### config.mk
export PLATFORM = sky130hd
export DESIGN_NAME = dev_uart_flat
export DESIGN_NICKNAME = d
export VERILOG_FILES = /design/src/rtl/dev_uart_if.sv /design/src/rtl/dev_uart.sv /design/src/flat_wrapper.sv
export SDC_FILE = /design/constraint.sdc
export NUM_CORES = 1
export LEC_CHECK = 0
export CAP_MARGIN = 20
export CORE_MARGIN = 2
export CORE_UTILIZATION = 60
export DETAILED_ROUTE_END_ITERATION = 16
export GPL_TIMING_DRIVEN = 0
export PLACE_DENSITY = 0.88
export REMOVE_ABC_BUFFERS = 1
export SLEW_MARGIN = 15
export SYNTH_ARGS = -nofsm -noshare
export SYNTH_HDL_FRONTEND = slang
export SYNTH_SLANG_ARGS = --single-unit
### constraint.sdc
create_clock -name clk -period 3.5 [get_ports clk]
set_input_delay 0.525 -clock clk [delete_from_list [all_inputs] [get_ports clk]]
set_output_delay 0.525 -clock clk [all_outputs]
set_load 0.01 [all_outputs]
### src/rtl/dev_uart_if.sv
// Crossbar device port for the UART window: single-cycle write strobe plus
// combinational read data.
interface dev_uart_if;
    logic [15:0] dev_addr;
    logic [15:0] dev_wdata;
    logic        dev_wen;
    logic [15:0] dev_rdata;

    modport master (output dev_addr, output dev_wdata, output dev_wen, input dev_rdata);
    modport slave  (input dev_addr, input dev_wdata, input dev_wen, output dev_rdata);
endinterface

### src/rtl/dev_uart.sv
// Memory-mapped 8N1 UART: TX/RX byte FIFOs, sticky error flags and a programmable
// baud divisor behind the crossbar's single-cycle device port.

module dev_uart_fifo #(
    parameter int FIFO_DEPTH = 8
) (
    input  logic       clk,
    input  logic       rst_n,
    input  logic       push,
    input  logic       pop,
    input  logic [7:0] din,
    output logic [7:0] head,
    output logic       empty,
    output logic       full
);
    localparam int          AW       = $clog2(FIFO_DEPTH);
    localparam logic [AW:0] FULL_CNT = (AW+1)'(FIFO_DEPTH);

    logic [7:0]    mem [FIFO_DEPTH];
    logic [AW-1:0] wr_ptr, rd_ptr;
    logic [AW:0]   count;
    logic          do_push, do_pop;

    // Full is judged on the pre-pop count: a push into a full FIFO is dropped
    // even if a pop happens in the same cycle.
    assign empty   = (count == '0);
    assign full    = (count == FULL_CNT);
    assign do_push = push && !full;
    assign do_pop  = pop && !empty;
    assign head    = mem[rd_ptr];

    always_ff @(posedge clk or negedge rst_n) begin
        if (!rst_n) begin
            wr_ptr <= '0;
            rd_ptr <= '0;
            count  <= '0;
        end else begin
            if (do_push) wr_ptr <= wr_ptr + 1'b1;
            if (do_pop)  rd_ptr <= rd_ptr + 1'b1;
            case ({do_push, do_pop})
                2'b10:   count <= count + 1'b1;
                2'b01:   count <= count - 1'b1;
                default: count <= count;
            endcase
        end
    end

    always_ff @(posedge clk) begin
        if (do_push) mem[wr_ptr] <= din;
    end
endmodule

module dev_uart #(
    parameter int          FIFO_DEPTH  = 8,
    parameter logic [15:0] DEFAULT_DIV = 16'd433
) (
    input  logic      clk,
    input  logic      rst_n,
    dev_uart_if.slave bus,
    output logic      txd,
    input  logic      rxd,
    output logic      irq
);
    localparam logic [15:0] ADDR_TXDATA  = 16'h7000;
    localparam logic [15:0] ADDR_RXDATA  = 16'h7001;
    localparam logic [15:0] ADDR_STATUS  = 16'h7002;
    localparam logic [15:0] ADDR_BAUDDIV = 16'h7003;

    typedef enum logic [1:0] {TX_IDLE, TX_START, TX_DATA, TX_STOP} tx_state_t;
    typedef enum logic [2:0] {RX_IDLE, RX_START, RX_DATA, RX_STOP, RX_WAIT} rx_state_t;

    logic        wr_tx, wr_rx, wr_st, wr_bd;
    logic [15:0] div, bit_last, half_last, rdata;
    logic        tx_ovf, rx_ovr, rx_frm, tx_busy;
    logic        tx_pop, tx_empty, tx_full;
    logic [7:0]  tx_head, rx_head;
    logic        rx_push, rx_empty, rx_full, rx_ovr_set, rx_frm_set;

    tx_state_t   tx_state, tx_state_nxt;
    logic [15:0] tx_cnt, tx_cnt_nxt;
    logic [2:0]  tx_bit, tx_bit_nxt;
    logic [7:0]  tx_sh, tx_sh_nxt;
    logic        tx_tick;

    rx_state_t   rx_state, rx_state_nxt;
    logic [15:0] rx_cnt, rx_cnt_nxt;
    logic [2:0]  rx_bit, rx_bit_nxt;
    logic [7:0]  rx_sh, rx_sh_nxt;
    logic        rx_tick;
    logic        rxd_p0, rxd_p1, rxd_p2;

    assign wr_tx = bus.dev_wen && (bus.dev_addr == ADDR_TXDATA);
    assign wr_rx = bus.dev_wen && (bus.dev_addr == ADDR_RXDATA);
    assign wr_st = bus.dev_wen && (bus.dev_addr == ADDR_STATUS);
    assign wr_bd = bus.dev_wen && (bus.dev_addr == ADDR_BAUDDIV);

    // Counters run from P-1 down to 0; P = max(div,3)+1, half point = floor(P/2).
    assign bit_last  = (div < 16'd3) ? 16'd3 : div;
    assign half_last = (bit_last >> 1) - {15'd0, ~bit_last[0]};

    dev_uart_fifo #(.FIFO_DEPTH(FIFO_DEPTH)) u_tx_fifo (
        .clk(clk), .rst_n(rst_n), .push(wr_tx), .pop(tx_pop), .din(bus.dev_wdata[7:0]),
        .head(tx_head), .empty(tx_empty), .full(tx_full)
    );

    dev_uart_fifo #(.FIFO_DEPTH(FIFO_DEPTH)) u_rx_fifo (
        .clk(clk), .rst_n(rst_n), .push(rx_push), .pop(wr_rx), .din(rx_sh),
        .head(rx_head), .empty(rx_empty), .full(rx_full)
    );

    always_ff @(posedge clk or negedge rst_n) begin
        if (!rst_n) begin
            div    <= DEFAULT_DIV;
            tx_ovf <= 1'b0;
            rx_ovr <= 1'b0;
            rx_frm <= 1'b0;
        end else begin
            if (wr_bd) div <= bus.dev_wdata;
            tx_ovf <= (wr_tx && tx_full) || (tx_ovf && !(wr_st && bus.dev_wdata[5]));
            rx_ovr <= rx_ovr_set || (rx_ovr && !(wr_st && bus.dev_wdata[6]));
            rx_frm <= rx_frm_set || (rx_frm && !(wr_st && bus.dev_wdata[7]));
        end
    end

    // ---------------- TX engine ----------------
    assign tx_tick = (tx_cnt == 16'd0);
    assign tx_busy = (tx_state != TX_IDLE);

    always_ff @(posedge clk or negedge rst_n) begin
        if (!rst_n) begin
            tx_state <= TX_IDLE;
            tx_cnt   <= '0;
            tx_bit   <= '0;
        end else begin
            tx_state <= tx_state_nxt;
            tx_cnt   <= tx_cnt_nxt;
            tx_bit   <= tx_bit_nxt;
        end
    end

    always_ff @(posedge clk) tx_sh <= tx_sh_nxt;

    always_comb begin
        tx_state_nxt = tx_state;
        tx_cnt_nxt   = tx_cnt;
        tx_bit_nxt   = tx_bit;
        tx_sh_nxt    = tx_sh;
        tx_pop       = 1'b0;
        if (tx_state != TX_IDLE)
            tx_cnt_nxt = tx_tick ? bit_last : tx_cnt - 16'd1;
        case (tx_state)
            TX_IDLE: if (!tx_empty) begin
                tx_pop       = 1'b1;
                tx_sh_nxt    = tx_head;
                tx_cnt_nxt   = bit_last;
                tx_state_nxt = TX_START;
            end
            TX_START: if (tx_tick) begin
                tx_bit_nxt   = 3'd0;
                tx_state_nxt = TX_DATA;
            end
            TX_DATA: if (tx_tick) begin
                tx_sh_nxt  = {1'b0, tx_sh[7:1]};
                tx_bit_nxt = tx_bit + 3'd1;
                if (tx_bit == 3'd7) tx_state_nxt = TX_STOP;
            end
            TX_STOP: if (tx_tick) begin
                // Chain straight into the next frame when data is waiting.
                if (!tx_empty) begin
                    tx_pop       = 1'b1;
                    tx_sh_nxt    = tx_head;
                    tx_state_nxt = TX_START;
                end else begin
                    tx_state_nxt = TX_IDLE;
                end
            end
            default: tx_state_nxt = TX_IDLE;
        endcase
    end

    assign txd = (tx_state == TX_START) ? 1'b0 :
                 (tx_state == TX_DATA)  ? tx_sh[0] : 1'b1;

    // ---------------- RX synchronizer / engine ----------------
    always_ff @(posedge clk or negedge rst_n) begin
        if (!rst_n) begin
            rxd_p0   <= 1'b1;
            rxd_p1   <= 1'b1;
            rxd_p2   <= 1'b1;
            rx_state <= RX_IDLE;
            rx_cnt   <= '0;
            rx_bit   <= '0;
        end else begin
            rxd_p0   <= rxd;
            rxd_p1   <= rxd_p0;
            rxd_p2   <= rxd_p1;
            rx_state <= rx_state_nxt;
            rx_cnt   <= rx_cnt_nxt;
            rx_bit   <= rx_bit_nxt;
        end
    end

    always_ff @(posedge clk) rx_sh <= rx_sh_nxt;

    assign rx_tick = (rx_cnt == 16'd0);

    always_comb begin
        rx_state_nxt = rx_state;
        rx_cnt_nxt   = rx_cnt;
        rx_bit_nxt   = rx_bit;
        rx_sh_nxt    = rx_sh;
        rx_push      = 1'b0;
        rx_ovr_set   = 1'b0;
        rx_frm_set   = 1'b0;
        if (rx_state == RX_START || rx_state == RX_DATA || rx_state == RX_STOP)
            rx_cnt_nxt = rx_tick ? bit_last : rx_cnt - 16'd1;
        case (rx_state)
            RX_IDLE: if (rxd_p2 && !rxd_p1) begin
                rx_cnt_nxt   = half_last;
                rx_state_nxt = RX_START;
            end
            RX_START: if (rx_tick) begin
                rx_bit_nxt   = 3'd0;
                rx_state_nxt = rxd_p1 ? RX_IDLE : RX_DATA;
            end
            RX_DATA: if (rx_tick) begin
                rx_sh_nxt  = {rxd_p1, rx_sh[7:1]};
                rx_bit_nxt = rx_bit + 3'd1;
                if (rx_bit == 3'd7) rx_state_nxt = RX_STOP;
            end
            RX_STOP: if (rx_tick) begin
                if (!rxd_p1) begin
                    rx_frm_set   = 1'b1;
                    rx_state_nxt = RX_WAIT;
                end else begin
                    rx_ovr_set   = rx_full;
                    rx_push      = !rx_full;
                    rx_state_nxt = RX_IDLE;
                end
            end
            RX_WAIT: if (rxd_p1) rx_state_nxt = RX_IDLE;
            default: rx_state_nxt = RX_IDLE;
        endcase
    end

    // ---------------- Read mux / interrupt ----------------
    always_comb begin
        rdata = 16'h0000;
        case (bus.dev_addr)
            ADDR_RXDATA:  rdata = {7'b0, !rx_empty, rx_empty ? 8'h00 : rx_head};
            ADDR_STATUS:  rdata = {8'h00, rx_frm, rx_ovr, tx_ovf, tx_busy,
                                   rx_full, rx_empty, tx_empty, tx_full};
            ADDR_BAUDDIV: rdata = div;
            default:      rdata = 16'h0000;
        endcase
    end

    assign bus.dev_rdata = rdata;
    assign irq = !rx_empty || tx_ovf || rx_ovr || rx_frm;
endmodule
### src/flat_wrapper.sv
// flat-port wrapper written by rule: the top's interface ports become plain ports
module dev_uart_flat 
#(
    parameter int          FIFO_DEPTH  = 8,
    parameter logic [15:0] DEFAULT_DIV = 16'd433
)
  (clk, rst_n, txd, rxd, irq, bus_dev_addr, bus_dev_wdata, bus_dev_wen, bus_dev_rdata);
  dev_uart_if bus_i ();
  input  logic clk;
  input  logic rst_n;
  output logic txd;
  input  logic rxd;
  output logic irq;
  input wire logic [$bits(bus_i.dev_addr)-1:0] bus_dev_addr;
  input wire logic [$bits(bus_i.dev_wdata)-1:0] bus_dev_wdata;
  input wire logic [$bits(bus_i.dev_wen)-1:0] bus_dev_wen;
  output wire logic [$bits(bus_i.dev_rdata)-1:0] bus_dev_rdata;
  assign bus_i.dev_addr = bus_dev_addr;
  assign bus_i.dev_wdata = bus_dev_wdata;
  assign bus_i.dev_wen = bus_dev_wen;
  assign bus_dev_rdata = bus_i.dev_rdata;
  dev_uart #(.FIFO_DEPTH(FIFO_DEPTH), .DEFAULT_DIV(DEFAULT_DIV)) u_core (.clk(clk), .rst_n(rst_n), .bus(bus_i), .txd(txd), .rxd(rxd), .irq(irq));
endmodule
Yosys cells after proc, flatten, opt, wreduce, memory -nomap -nowiden
Memories as Yosys holds them, arrays and structs flattened.
Cells that the tools add are included.
Word-level totals
  RAM bits: 128
  output and inout bits: 18
  register bits: 101
  word-level logic and storage cells: 175
  bits of input ports: 36
  memories kept: 2
Cells by class
  eq/ne operators: 30
  bitwise gates (word level): 1
  reductions and logical operators: 50
  mux-type cells: 57
  add/subtract/negate cells: 13
  order comparisons: 1
Memory list
  u_core.u_rx_fifo.mem: depth 8, bits a word 8, rd ports 1, clocked after memory_dff 0, wr ports 1, line dev_uart.sv:19  | logic [7:0] mem [FIFO_DEPTH];
  u_core.u_tx_fifo.mem: depth 8, bits a word 8, rd ports 1, clocked after memory_dff 0, wr ports 1, line dev_uart.sv:19
Operator list (number)
  16-bit 2-to-1 mux: 9
  16-bit by 15-bit equality test with 1-bit output, second input constant: 4
  16-bit case mux with 3 select lines: 1
  3-bit 2-to-1 mux: 11
  16-bit zero test: 2
  8-bit 2-to-1 mux: 4
  16-bit by 1-bit subtractor with 16-bit output, second input constant: 2
  8-bit case mux with 3 select lines: 1
  3-bit by 1-bit adder with 3-bit output, second input constant: 6
  1-bit 2-to-1 mux: 18
  2-bit by 1-bit inequality test with 1-bit output, second input constant: 9
  1-bit logical AND: 16
  16-bit by 2-bit less-than comparator with 1-bit output, second input constant: 1
  4-bit case mux with 2 select lines: 2
  15-bit by 1-bit subtractor with 16-bit output: 1
  3-bit case mux with 5 select lines: 1
  2-bit 2-to-1 mux: 6
  3-bit case mux with 2 select lines: 2
  2-bit nonzero test: 5
  3-bit equality test, second input constant: 3
  3-bit AND reduction: 3
  4-bit by 1-bit adder with 4-bit output, second input constant: 2
  2-bit equality test, second input constant: 4
  4-bit equality test, second input constant: 2
  other kinds (17): 37

Logic depth before layout (Yosys ltp)
Gate-level depths: netlist (run 1).
  depth after elaboration: 8
  gate-level depth with buffers: 14
  gate-level depth less buffers: 13

Modules after synthesis
From an unflattened synthesis (run 1), not the netlist that was laid out.
Second synthesis, totals
  cell total of the unflattened synthesis: 840
  area total of the unflattened synthesis: 11277.1 sq um
Modules (own cells, without submodules)
  dev_uart_fifo: area each 3134.3 sq um, instances 2, seq. area each 2172.1 sq um, cells an instance 160
  dev_uart: area each 5008.6 sq um, instances 1, seq. area each 2117.0 sq um, cells an instance 520

Least setup slack after synthesis (run 1)
OpenSTA, ideal clock, no wires.
  path type: input to register
  start point: input bus_dev_addr[15]
  end point: register u_core.u_tx_fifo.count[3]
  library setup time: 0.125 ns
  data required time: 3.375 ns
  setup slack: 0.614 ns
  stages on the path: 11
  arrival: 2.761 ns
  buffers on the path: 1
  cell sequence: and4bb_2 nand4_2 or4_1 buf_2 ha_1 ha_1 a21o_1 a21oi_1 xnor2_1 nor2_1 xor2_1
On the way
  longest elaborated chain between the ends: 5
  elaborated cells on any way between the ends: 7
  classes of those cells: 3 x eq/ne; 1 x mux; 3 x reduce/logical
RTL lines
  start, declared: line flat_wrapper.sv:14  | input wire logic [$bits(bus_i.dev_addr)-1:0] bus_dev_addr;
  16-bit by 15-bit equality test with 1-bit output *: line dev_uart.sv:92  | assign wr_tx = bus.dev_wen && (bus.dev_addr == ADDR_TXDATA);
  1-bit logical AND *: line dev_uart.sv:92
  1-bit logical AND *: line dev_uart.sv:28  | assign do_push = push && !full;
  2-bit by 1-bit equality test with 1-bit output / 2-bit equality test (equally long branches): line dev_uart.sv:40  | case ({do_push, do_pop})
  4-bit case mux with 2 select lines / 2-bit nonzero test (equally long branches)
  end signal, assigned: line dev_uart.sv:41  | 2'b10: count <= count + 1'b1;
  end signal, assigned: line dev_uart.sv:42  | 2'b01: count <= count - 1'b1;
  end signal, assigned: line dev_uart.sv:43  | default: count <= count;
  end, declared: line dev_uart.sv:21  | logic [AW:0] count;
Mark *: on every way between the ends. The rest lies on a longest branch, timed or not.
A chain may end at the register's enable or synchronous reset.

Final worst setup path (run 1)
  start point: input bus_dev_addr[11]
  end point: output bus_dev_rdata[3]
On the way
  longest elaborated chain between the ends: 2
  elaborated cells on any way between the ends: 4
  classes of those cells: 3 x eq/ne; 1 x mux
RTL lines
  16-bit by 15-bit equality test with 1-bit output: line dev_uart.sv:249  | case (bus.dev_addr)
  16-bit case mux with 3 select lines *: line dev_uart.sv:249
  end, declared: line flat_wrapper.sv:17  | output wire logic [$bits(bus_i.dev_rdata)-1:0] bus_dev_rdata;
Marks and branches as above.

==> results of run 1 <==
power by group:
| group | switching [mW] | internal (mW) |
|---|---|---|
| registers | 0.482 | 3.21 |
| clock network | 1.05 | 1.46 |
| logic | 1.07 | 0.934 |
| total | 2.60 | 5.60 |
through the flow:
stage / total power [mW] / hold WS, ns / utilization, %
2_1_floorplan: 4.992 / 0.2294 / -
3_3_place_gp: 5.432 / 0.3461 / 64.87
3_5_place_dp: 5.541 / 0.3473 / 65.47
4_1_cts: 8.124 / 0.3560 / 70.05
5_1_grt: 8.556 / 0.3596 / 70.70
6_report: 8.200 / 0.3560 / 70.71
critical path, stage by stage:
cell	delay (ns)
clkdlybuf4s50_1	0.46
nor4b_4	0.37
nand4_4	0.23
or3b_2	0.51
o221ai_1	0.22
clkdlybuf4s50_1	0.58
how the worst min path moves through the flow:
| stage | cells past startpoint | from | end |
|---|---|---|---|
| CTS | 0 | u_core.rxd_p0$_DFF_PN1_ | u_core.rxd_p1$_DFF_PN1_ |
| global placement | 0 | u_core.rxd_p0$_DFF_PN1_ | u_core.rxd_p1$_DFF_PN1_ |
| finish | 0 | u_core.rxd_p0$_DFF_PN1_ | u_core.rxd_p1$_DFF_PN1_ |
| floorplan | 0 | rst_n | u_core.div[10]$_DFFE_PN0P_ |
| detailed placement | 0 | u_core.rxd_p0$_DFF_PN1_ | u_core.rxd_p1$_DFF_PN1_ |
| global route | 0 | u_core.rxd_p0$_DFF_PN1_ | u_core.rxd_p1$_DFF_PN1_ |
repair_timing:
action / in CTS / in global routing
setup endpoints to repair: 36 / 7
hold endpoints to repair: 27 / 0
setup buffers: 0 / 8
pin swaps: 0 / 6
resized for setup: 12 / 9
hold buffers: 1 / 0
area by class of cell:
type                    count  area [um2]  share of cell area [%]
clock inverters            13       136.4                   1.074
multi-input cells         547        4385                   34.53
clock buffers              31       646.9                   5.093
diodes                      1       2.502                 0.01970
repair buffers             69       679.4                   5.349
flip-flops and latches    229        6466                   50.91
well taps                 229       286.5                   2.256
inverters                  26       98.84                  0.7782
synthesized netlist by cell type (all sizes together) (3+ instances only):
library cell	count	share of area, %
mux4	32	6.6
nand4b	5	0.45
or2	3	0.19
and2	6	0.34
o221ai	5	0.40
nor3b	5	0.34
a211oi	6	0.41
or4	8	0.58
nand3	19	0.86
o21bai	4	0.27
or3	5	0.28
a311oi	4	0.32
o21a	4	0.27
a22oi	7	0.48
mux2	21	2.1
a31oi	8	0.51
ha	25	2.8
dfstp	8	1.9
xnor2	20	1.6
nand2	58	2.0
nor2	60	2.1
nor4	18	1.5
o22ai	5	0.28
dfrtp	77	18
a21oi	24	1.1
or3b	3	0.24
mux2i	20	1.8
a32o	3	0.27
nand2b	10	0.64
clkbuf	27	0.92
nor4b	6	0.67
and4	3	0.24
nor3	33	1.6
buf	13	0.56
o211ai	3	0.20
edfxtp	144	39
inv	25	0.85
o21ai	53	2.4
a221o	4	0.36
a21o	3	0.20
o2bb2ai	4	0.32
a2bb2oi	5	0.40
xor2	12	0.96
nand4	7	0.46
kinds of logic after synthesis:
group,after synthesis
buf+inv,66
compound gates,158
xor+xnor,32
simple gates,257
fa+ha+maj,27
mux,73
flops,229
routing by layer:
metal,vias up,global-route usage (%),share of wire [%]
met3,76,4.439,6.9
met2,354,44.12,50
met5,-,0,0
li1,3345,-,-
met4,0,8.134,3.3
met1,3691,34.78,39
registers in the layout (all words and copies together) (netlist names), 4 cells and up:
signal and flops:
u_core.div 16, u_core.rx_cnt 16, u_core.rx_sh 8, u_core.tx_cnt 16, u_core.tx_sh 8, u_core.u_rx_fifo.count 4, u_core.u_rx_fifo.mem 64, u_core.u_tx_fifo.count 4
u_core.u_tx_fifo.mem 64
==> impl_results.md, run 1 <==
- Reg-to-reg endpoint: u_core.u_rx_fifo.count[3]$_DFFE_PN0P_
- Commonest non-fill, non-tap cell in the layout: edfxtp_1
- WS Path Type: input pin to output port
- Synth Area in XOR/XNOR: 2.548%
- Largest net degree at the start of global routing: 48
- Primary FF master, synth: edfxtp_1
- Worst R2R Path Depth: 13
- First-pass GRT wire length: 40140 um
- Register area share after synthesis: 58.74%
- Pleak: 4.657 nW
- IO Pins: 54
- Status: finished clean
- VDD IR max: 0.0005721 V
- Final period util: 98.05%
- Initial antenna violation count: 1
- Die height: 139.4 um
- Slew Viols, Final: 0
- R2r startpoint: u_core.rx_cnt[0]$_DFF_PN0_
- CTS tree: built
- FILL cells: 1162
- Critical-path maximum fanout: 7
- DP Area: 0.01176 mm2
- Setup ws final: 0.06824 ns
- Max_cap viols: 0
- Worst skew pair latency: 0.53 ns
- Clock Path Buffers: 3
- Initial Utilization: 61.23%
- Synth Instances: 842
- Final setup fails: 0
- Layout cell share with drive strength beyond 1: 16.94%
- RSZ-0062 raised after global routing: false
- DP HPWL: 16010 um
- Rel. slew slack: 33.83%
- Simple-gate share of the synthesized area: 13.08%
- Max frequency: 0.2914 GHz
- CTS H-tree depth: 1
- CTS Buf Count: 24
- Fin area: 0.01270 mm2
- Routed vias: 7466
- CP startpoint: bus_dev_addr[11]
- R2R Setup Slk: 0.22 ns
- Unique cell type count in the Yosys netlist: 78
- Antenna-violating nets left: 0
- Syn avg cell area: 13.06 um2
- Cell area power density: 645.6 mW/mm2
- Die area: 0.01943 mm2
- Layout Skew: 0.01478 ns
- WL/cell: 22.20 um
- Mapped cell area: 0.01100 mm2
- Mux contribution to synthesized area: 10.52%
- Clock sink count: 229
- Gr usage total: 26.02%
- Residual DRC: 0
- Min cycle time layout: 3.432 ns
- Compound-cell area share of the yosys netlist: 9.532%
- WP data arrival: 2.91 ns
- Vias in the first global route: 7355
- Total gr overflow: 0
- Number of synthesized flops with an enable pin: 144
- Core area: 0.01796 mm2
- Synth Area in Adders: 3.208%
- Initial DRC count: 749
- Die Wd: 139.4 um
- Largest family of logic cells by synthesized area: simple AND/OR/NAND/NOR gates
- Worst Setup EP: bus_dev_rdata[3]
- Via density per instance: 6.521
- FFs w/ async S/R, synth: 37.12%
- Clk root buf: clkbuf_16
- Area delta synth->final: 15.48%
- Worst-Margin Slew: 0.9889 ns
- Finished Layout Cells: 1145
- Most frequent cells in the layout: edfxtp_1, dfrtp_1, nor2_1, nand2_1, o21ai_0
- Port bufs: 53
- Setup TNS: 0 ns
- Data required, critical path: 2.97 ns
- DR pass1 iterations: 5
- Wirelength, routed: 25420 um
- Hold Vio Cnt, Final: 0
- Nets: 960
- Min-delay worst type: flop to flop
- Startpoint Class: input pin
- Row cnt: 49
- Synth warn: 0
- Setup WS pre-CTS: -0.3239 ns
- Worst Setup End Kind: output port
- Final Wtd Congestion: 0.8874
- Clock slew at reported path FFs: 0.06 ns
- Placed insts: 1090
- Flop and latch count out of synthesis: 229
Power figures use the tool's default switching activity.
==> run 2: changes to the inputs <==
--- a/config.mk
+++ b/config.mk
@@ -12,7 +12,6 @@
 export GPL_TIMING_DRIVEN = 0
 export PLACE_DENSITY = 0.88
 export REMOVE_ABC_BUFFERS = 1
-export SLEW_MARGIN = 15
 export SYNTH_ARGS = -nofsm -noshare
 export SYNTH_HDL_FRONTEND = slang
 export SYNTH_SLANG_ARGS = --single-unit
==> run 2 against run 1 <==
Against the previous run:
- fmax shrank 1.4%
- register-to-register slack gained 0.02 ns
- sequential power is essentially flat
- count of clock-buffer cells in the layout grew 1
- critical path depth is the same
- final cell count shrank 0.17%
- combinational power is essentially flat
- via count grew 1.6%
- critical endpoint unchanged
- largest cell class unchanged
==> impl_results.md, run 2 (synthesized netlist as in run 1, its figures left out) <==
- Slew Viols, Final: 0 (unchanged)
- Startpoint Class: input pin (unchanged)
- Clk root buf: clkbuf_16 (unchanged)
- Residual DRC: 0 (unchanged)
- Total gr overflow: 0 (unchanged)
- DR pass1 iterations: 5 (unchanged)
- Nets: 959 (was 960)
- Worst-Margin Slew: 0.9999 ns (was 0.9889 ns)
- Final Wtd Congestion: 0.8874 (unchanged)
- Layout Skew: 0.01479 ns (was 0.01478 ns)
- Initial DRC count: 707 (was 749)
- Initial antenna violation count: 0 (was 1)
- Final setup fails: 0 (unchanged)
- Worst skew pair latency: 0.53 ns (about the same)
- Most frequent cells in the layout: edfxtp_1, dfrtp_1, nor2_1, nand2_1, clkdlybuf4s50_1 (was edfxtp_1, dfrtp_1, nor2_1, nand2_1, o21ai_0)
- Largest net degree at the start of global routing: 48 (unchanged)
- Max frequency: 0.2872 GHz (was 0.2914 GHz)
- CTS Buf Count: 24 (unchanged)
- Port bufs: 53 (unchanged)
- Wirelength, routed: 25460 um (was 25420 um)
- DP HPWL: 16520 um (was 16010 um)
- Critical-path maximum fanout: 7 (unchanged)
- Die area: 0.01943 mm2 (unchanged)
- Routed vias: 7585 (was 7466)
- Data required, critical path: 2.97 ns (about the same)
- Fin area: 0.01267 mm2 (was 0.01270 mm2)
- Commonest non-fill, non-tap cell in the layout: edfxtp_1 (unchanged)
- Area delta synth->final: 15.16% (was 15.48%)
- Layout cell share with drive strength beyond 1: 16.19% (was 16.94%)
- Cell area power density: 645.5 mW/mm2 (was 645.6 mW/mm2)
- IO Pins: 54 (unchanged)
- Crit path cell chain: clkdlybuf4s50_1 -> nor4b_4 -> nand4_4 -> or3b_2 -> o221ai_1 -> clkdlybuf4s50_1 (unchanged)
- Min cycle time layout: 3.482 ns (was 3.432 ns)
- Antenna-violating nets left: 0 (unchanged)
- Clock slew at reported path FFs: 0.06 ns (about the same)
- DP Area: 0.01177 mm2 (was 0.01176 mm2)
- Buffers & Inverters on Critical Path: 2 (unchanged)
- Top flop regs: u_core.u_rx_fifo.mem x64, u_core.u_tx_fifo.mem x64 (unchanged)
- Worst Setup End Kind: output port (unchanged)
- Final period util: 99.48% (was 98.05%)
- WL/cell: 22.28 um (was 22.20 um)
- Top Family by Delay on Critical Path: simple AND/OR/NAND/NOR gates (unchanged)
- WS Path Type: input pin to output port (unchanged)
- Crit path largest cell delay: 0.59 ns (was 0.58 ns)
- Cell mode on critical path: clkdlybuf4s50_1 (unchanged)
- Min-delay worst type: flop to flop (unchanged)
- Row cnt: 49 (unchanged)
- WP data arrival: 2.96 ns (was 2.91 ns)
- Setup TNS: 0 ns (unchanged)
- Antenna cells: 0 (was 1)
- CTS tree: built (unchanged)
- Status: finished clean (unchanged)
- First-pass GRT wire length: 40190 um (was 40140 um)
- Max_cap viols: 0 (unchanged)
- Clock Path Buffers: 3 (unchanged)
- CP max-delay cell: clkdlybuf4s50_1 (unchanged)
- WHS: 0.3552 ns (was 0.3560 ns)
- Initial Utilization: 61.23% (unchanged)
- VDD IR max: 0.0006158 V (was 0.0005721 V)
- Rel. slew slack: 33.09% (was 33.83%)
- Die height: 139.4 um (unchanged)
- Pleak: 4.639 nW (was 4.657 nW)
- Clock sink count: 229 (unchanged)
- Vias in the first global route: 7457 (was 7355)
- CTS H-tree depth: 1 (unchanged)
- Via density per instance: 6.636 (was 6.521)
- Core area: 0.01796 mm2 (unchanged)
- Hold Vio Cnt, Final: 0 (unchanged)
- Gr usage total: 26.05% (was 26.02%)
- Die Wd: 139.4 um (unchanged)
==> run 2: final timing paths <==
path / start / end / slack [ns] / cells after the start
setup / recovery: bus_dev_addr[9] / bus_dev_rdata[3] / 0.02 / 6
hold / removal: u_core.rxd_p0$_DFF_PN1_ / u_core.rxd_p1$_DFF_PN1_ / 0.36 / 0
setup reg to reg: u_core.rx_cnt[0]$_DFF_PN0_ / u_core.u_rx_fifo.count[3]$_DFFE_PN0P_ / 0.24 / 13
hold reg to reg: u_core.rxd_p0$_DFF_PN1_ / u_core.rxd_p1$_DFF_PN1_ / 0.36 / 0
max in group asynchronous: rst_n / u_core.div[0]$_DFFE_PN1P_ / 2.29 / 3
min in group asynchronous: rst_n / u_core.rx_cnt[7]$_DFF_PN0_ / 0.53 / 2
==> run 2: area by class of cell <==
class / count / area (um2)
repair buffers: 68 / 686.9
clock buffers: 32 / 640.6
clock inverters: 12 / 136.4
inverters: 26 / 98.84
flip-flops and latches: 229 / 6462
well taps: 229 / 286.5
fillers: 1176 / 5296
multi-input cells: 547 / 4355
==> run 2: timing repair <==
| action | 4_1_cts | 5_1_grt |
|---|---|---|
| setup buffers | 0 | 1 |
| hold endpoints to repair | 27 | 0 |
| endpoints found under the setup margin | 26 | 50 |
| hold buffers | 1 | 0 |
| pin swaps | 0 | 1 |
| gates resized for setup | 9 | 10 |
==> run 2: per-layer routing <==
layer	wire (um)	track usage, %	vias up
li1	-	-	3349
met1	10240	35.78	3805
met2	12680	43.42	357
met3	1690	3.682	74
met4	855	8.719	0
met5	0	0	-
==> run 2: report_power, final <==
group | switching, mW | internal (mW)
clock network | 1.04 | 1.45
registers | 0.448 | 3.21
logic | 1.09 | 0.944
total | 2.58 | 5.60
==> run 2: through the flow <==
step	instances	worst slack (ns)	utilization (%)	power (mW)
after floorplan	802	0.4738	-	4.992
after global placement	1084	-1.258	64.87	5.432
after detailed placement	1095	-0.2898	65.53	5.565
after CTS	1140	-0.07223	69.99	8.079
after global routing	1143	-0.05073	70.52	8.518
final	1143	0.01808	70.52	8.176
